===== config.mk =====
export PLATFORM = sky130hd
export DESIGN_NAME = arrow_banner_renderer
export DESIGN_NICKNAME = d
export VERILOG_FILES = /design/src/rtl/arrow_banner_renderer.sv
export SDC_FILE = /design/constraint.sdc
export NUM_CORES = 2
export LEC_CHECK = 0
export ABC_AREA = 1
export CAP_MARGIN = 25
export CORE_AREA = 2 2 579 581
export DETAILED_ROUTE_END_ITERATION = 10
export DIE_AREA = 0 0 581 583
export SLEW_MARGIN = 5
export SYNTH_ARGS = -nofsm -noshare
export SYNTH_HDL_FRONTEND = slang
export SYNTH_SLANG_ARGS = --single-unit

===== constraint.sdc =====
create_clock -name Clk -period 1.84 [get_ports Clk]
set_input_delay 0.368 -clock Clk [delete_from_list [all_inputs] [get_ports Clk]]
set_output_delay 0.368 -clock Clk [all_outputs]
set_load 0.01 [all_outputs]

===== src/rtl/arrow_banner_renderer.sv =====
// arrow_banner_renderer: per-frame latched 12x120 glyph map rasterised at
// (X0,Y0) with 2^SCALE_LOG2 scaling, plus an UP-key highlight/blink FSM.
module arrow_banner_renderer #(
  parameter int X0            = 200,
  parameter int Y0            = 100,
  parameter int SCALE_LOG2    = 1,
  parameter int HILITE_FRAMES = 120,
  parameter int BLINK_FRAMES  = 15
) (
  input  logic          Clk,
  input  logic          Reset_n,
  input  logic [1439:0] pixel_map,
  input  logic [9:0]    DrawX,
  input  logic [9:0]    DrawY,
  input  logic          VS,
  input  logic          UP,
  output logic          pixel_on,
  output logic          in_region,
  output logic          hilite
);

  localparam logic [0:0] S_IDLE   = 1'b0;
  localparam logic [0:0] S_HILITE = 1'b1;

  localparam logic [10:0] X_LO = 11'(X0);
  localparam logic [10:0] X_HI = 11'(X0 + (120 << SCALE_LOG2));
  localparam logic [10:0] Y_LO = 11'(Y0);
  localparam logic [10:0] Y_HI = 11'(Y0 + (12 << SCALE_LOG2));

  localparam logic [7:0] H_LOAD = 8'(HILITE_FRAMES);
  localparam logic [5:0] B_LOAD = 6'(BLINK_FRAMES);

  logic          vs_q;
  logic          frame_tick;
  logic          up_s1;
  logic          up_s2;
  logic          up_s3;
  logic          up_pulse;
  logic          pending;
  logic [1439:0] snap;
  logic [0:0]    state;
  logic [7:0]    hcnt;
  logic [5:0]    bcnt;
  logic          phase;

  logic [10:0]   x11;
  logic [10:0]   y11;
  logic [10:0]   dx;
  logic [10:0]   dy;
  logic [6:0]    col;
  logic [3:0]    row;
  logic [10:0]   idx;
  logic [10:0]   sel;
  logic          in_box;
  logic          bit_on;
  logic          blink_off;

  assign frame_tick = vs_q & ~VS;
  assign up_pulse   = up_s2 & ~up_s3;

  // 11-bit sums keep the right/bottom edge from wrapping
  assign x11    = {1'b0, DrawX};
  assign y11    = {1'b0, DrawY};
  assign in_box = (x11 >= X_LO) && (x11 < X_HI) &&
                  (y11 >= Y_LO) && (y11 < Y_HI);

  assign dx  = x11 - X_LO;
  assign dy  = y11 - Y_LO;
  assign col = 7'(dx >> SCALE_LOG2);
  assign row = 4'(dy >> SCALE_LOG2);
  assign idx = 11'd1439 - (11'(row) * 11'd120 + 11'(col));
  assign sel = in_box ? idx : 11'd0;

  assign bit_on    = in_box & snap[sel];
  assign blink_off = (state == S_HILITE) & ~phase;
  assign hilite    = (state == S_HILITE);

  always_ff @(posedge Clk or negedge Reset_n) begin
    if (!Reset_n) begin
      vs_q      <= 1'b0;
      up_s1     <= 1'b0;
      up_s2     <= 1'b0;
      up_s3     <= 1'b0;
      pending   <= 1'b0;
      snap      <= '0;
      in_region <= 1'b0;
      pixel_on  <= 1'b0;
    end else begin
      vs_q      <= VS;
      up_s1     <= UP;
      up_s2     <= up_s1;
      up_s3     <= up_s2;
      // a pulse coinciding with the tick survives to the next tick
      pending   <= up_pulse | (pending & ~frame_tick);
      in_region <= in_box;
      pixel_on  <= bit_on & ~blink_off;
      if (frame_tick)
        snap <= pixel_map;
    end
  end

  always_ff @(posedge Clk or negedge Reset_n) begin
    if (!Reset_n) begin
      state <= S_IDLE;
      hcnt  <= '0;
      bcnt  <= '0;
      phase <= 1'b0;
    end else if (frame_tick) begin
      unique case (state)
        S_IDLE: begin
          if (pending) begin
            state <= S_HILITE;
            hcnt  <= H_LOAD;
            bcnt  <= B_LOAD;
            phase <= 1'b1;
          end
        end
        S_HILITE: begin
          if (pending) begin
            hcnt  <= H_LOAD;
            bcnt  <= B_LOAD;
            phase <= 1'b1;
          end else if (hcnt == 8'd1) begin
            state <= S_IDLE;
            hcnt  <= '0;
            phase <= 1'b0;
          end else begin
            hcnt <= hcnt - 8'd1;
            if (bcnt == 6'd1) begin
              bcnt  <= B_LOAD;
              phase <= ~phase;
            end else begin
              bcnt <= bcnt - 6'd1;
            end
          end
        end
      endcase
    end
  end

endmodule


==> impl_metrics.py <==
metrics = {
    "run_status": {
        "run_status": "finished, violations left",
        "violations": "setup timing",
    },
    "clock_network": {
        "clock_sinks": 1463,
        "cts_tree": "done",
        "numCtsBuffers": 179,
        "cts-root-buf": "clkbuf_16",
        "clk_pin_slew_ps": 80,
        "clock_latency_ps": 880,
        "clockBufferDepth": 4,
        "cts_max_level": 4,
    },
    "synthesis": {
        "synth_cells": 9955,
        "synthArstFlopShare_pct": 100,
        "synth_edf_count": 0,
        "yosysSeqAreaShare_pct": 50.8,
        "synth_warnings": 0,
        "synth_commonest_cells": "nand2_1, dfrtp_1, nand3_1",
        "synth_top_area_cell": "dfrtp_1",
        "synth_top_area_share_pct": 50.8,
        "yosysUniqueCellTypes": 40,
        "ys_ff_latch": 1463,
        "syn_nets": 11500,
        "syn_area_per_cell_um2": 7.24,
        "synth.most_common_cell": "nand2_1",
        "netlist_area_um2": 72100,
        "synthFlopType": "dfrtp_1",
        "synthTopCellsByArea": "dfrtp_1, nand2_1, nand3_1, o21ai_0, inv_1",
    },
    "die": {
        "rows": 212,
        "die_y_um": 583,
        "pin_count": 1467,
        "die_x_um": 581,
        "initial_utilization_pct": 21.7,
        "core_um2": 332000,
        "die_area_um2": 339000,
    },
    "pwr": {
        "p_switching_w": 0.0278,
        "p_int_w": 0.0662,
        "swShare_pct": 29.6,
        "p_clk_share_pct": 38.4,
        "p_per_area_nw_per_um2": 867,
        "peakVddDrop_mv": 0.702,
        "p_seq_share_pct": 40.5,
        "p_leak_nw": 53.9,
        "p_comb_share_pct": 21.0,
    },
    "sta": {
        "worstMarginPinSlew_ps": 682,
        "tns_ps": -1700,
        "slew_headroom_pct": 54.5,
        "hold_viol_final": 0,
        "timing.hold.ws_ps": 66.9,
        "slew_viol_final": 0,
        "timing.fmax_mhz": 293,
        "setup_viol": 2,
        "period_share_pct": 186,
        "setup_slack_ps": -1580,
        "rsz0062_at_grt": "true",
        "period_minus_slack_ps": 3420,
        "skew_ps": 107,
    },
    "drt": {
        "drtIter0Drc": 6790,
        "avgViaCountPerCell": 4.50,
        "wirelength_mm": 373,
        "drcViolationCount": 0,
        "drt_first_pass_iters": 6,
        "wl_per_cell_um": 22.3,
        "ant_nets": 0,
        "dr_total_vias": 75300,
    },
    "setup_path": {
        "startpoint_type": "input pin",
        "crit_path_end_kind": "register",
        "slowest_stage": "fa_2",
        "crit_chain": "buf_12 -> inv_8 -> ha_4 -> inv_2 -> fa_2 -> fa_2 -> inv_2 -> fa_2 -> ha_4 -> ha_4 -> inv_6 -> nor2_4 -> inv_2 -> o21ai_2 -> or2_1 -> nand2_2 -> xor2_2 -> buf_4 -> a21oi_2 -> nand2_1 -> nand3_2 -> nor2_2",
        "required_ps": 2630,
        "critPathMaxFanout": 3,
        "path_class": "input pin to register",
        "max_stage_delay_ps": 600,
        "arrival_ps": 4200,
    },
    "finish": {
        "design_area_um2": 108000,
        "syn_to_final_growth_pct": 50.4,
        "fin_nets": 13700,
        "drive_gt1_share_pct": 11.1,
        "nFillCells": 35300,
    },
    "global_routing": {
        "grt_overflow": 0,
        "grt_pass1_wl_mm": 523,
        "grt_pass1_vias": 73500,
        "grt_max_degree": 101,
        "grt_usage_pct": 21.3,
        "grt_antenna_before_repair": 72,
    },
    "min_path": {
        "worstHoldPathType": "input pin to register",
    },
    "flow_run": {
        "maxCapViolations": 0,
    },
    "placed_design": {
        "numPortBuffers": 1466,
        "dpl.hpwl_mm": 294,
        "place_congestion": 0.925,
        "postPlaceCellArea_um2": 99700,
    },
}
-- state kept, by name (all words and copies together) (netlist names) --
| name | flops |
|---|---|
| in_region | 1 |
| bcnt | 6 |
| up_s3 | 1 |
| hcnt | 8 |
| pixel_on | 1 |
| up_s1 | 1 |
| phase | 1 |
| pending | 1 |
| hilite | 1 |
| vs_q | 1 |
| snap | 1440 |
| up_s2 | 1 |
-- critical path: cells and delay by family --
kind / cells / cell delay, ps
xor+xnor: 1 / 210
compound gates: 2 / 240
buf+inv: 7 / 490
fa+ha+maj: 6 / 2380
simple gates: 6 / 500
-- per-layer routing --
metal	routed length, um	track usage, %	part of all wire (%)	vias up
li1	-	-	-	35500
met1	165000	29.1	44	36000
met2	166000	33.4	45	3096
met3	24700	3.32	6.6	602
met4	16200	8.89	4.3	26
met5	158	0	0.042	-
-- per-stage QoR --
stage / instances / total power [W] / utilization (%) / worst slack [ps]
final: 16700 / 0.0940 / 32.6 / -1580
after global routing: 16700 / 0.0986 / 32.6 / -1660
after CTS: 16700 / 0.0944 / 32.5 / -1580
after detailed placement: 16100 / 0.0574 / 30.0 / -3300
after floorplan: 9955 / 0.0460 / - / -2150
after global placement: 16100 / 0.0572 / 30.0 / -3440
-- final cells by class --
type / count / area, um^2 / area share, %
flip-flops and latches: 1463 / 36600 / 33.8
inverters: 613 / 2360 / 2.18
clock buffers: 252 / 5140 / 4.75
diodes: 28 / 70.1 / 0.0646
multi-input cells: 7220 / 30600 / 28.2
clock inverters: 66 / 758 / 0.700
repair buffers: 2698 / 27400 / 25.3
well taps: 4387 / 5490 / 5.06
-- cell families (layout without fill, tap and decap cells) --
kind of cell    after synthesis  count (layout)  share of synthesized area (%)
simple gates               6416            6416                           35.6
other cells                   0              28                              0
xor+xnor                     15              15                          0.182
fa+ha+maj                    31              31                          0.570
flops                      1463            1463                           50.8
compound gates              758             758                           5.67
buf+inv                    1272            3629                           7.15
-- worst paths after layout --
path                            cells past startpoint          to           start  slack, ps
worst max-delay path                               22    pixel_on        DrawY[2]      -1580
worst min-delay path                                3   snap[991]  pixel_map[991]         70
worst max register to register                     18    pixel_on       snap[720]       -340
worst min register to register                      0       up_s3           up_s2        400
max in group asynchronous                           3  snap[1241]         Reset_n        800
min in group asynchronous                           3   snap[604]         Reset_n        250
-- power by group through the flow --
stage / clock network (W) / logic [W] / registers (W)
after floorplan: 0 / 0.00797 / 0.0381
after global placement: 0 / 0.0187 / 0.0385
after detailed placement: 0 / 0.0188 / 0.0386
after CTS: 0.0369 / 0.0195 / 0.0380
after global routing: 0.0381 / 0.0219 / 0.0385
final: 0.0361 / 0.0198 / 0.0381
-- layout by cell type (no fill, tap or decap), types with 15 or more instances in the layout --
master              n
dlygate4sd3_1     231
clkbuf_16         180
clkdlybuf4s50_1  1458
buf_4             767
a21oi_1            38
nand4_1           178
inv_2              15
diode_2            28
inv_1             588
o21ai_0           593
o211ai_1           85
clkbuf_1           35
a22oi_1            17
nor2_1             47
ha_1               25
clkbuf_8           38
clkinv_2           27
nand2_1          5309
dfrtp_1          1463
nand3_1           835
buf_12            222
-- timing repair --
item / in CTS / in global routing
resized for setup: 45 / 55
endpoints found under the hold margin: 1474 / 0
setup buffers: 5 / 7
pin swaps: 16 / 22
endpoints found under the setup margin: 4 / 11
hold buffers: 231 / 0
No activity file was read; power rests on OpenSTA's default activity.
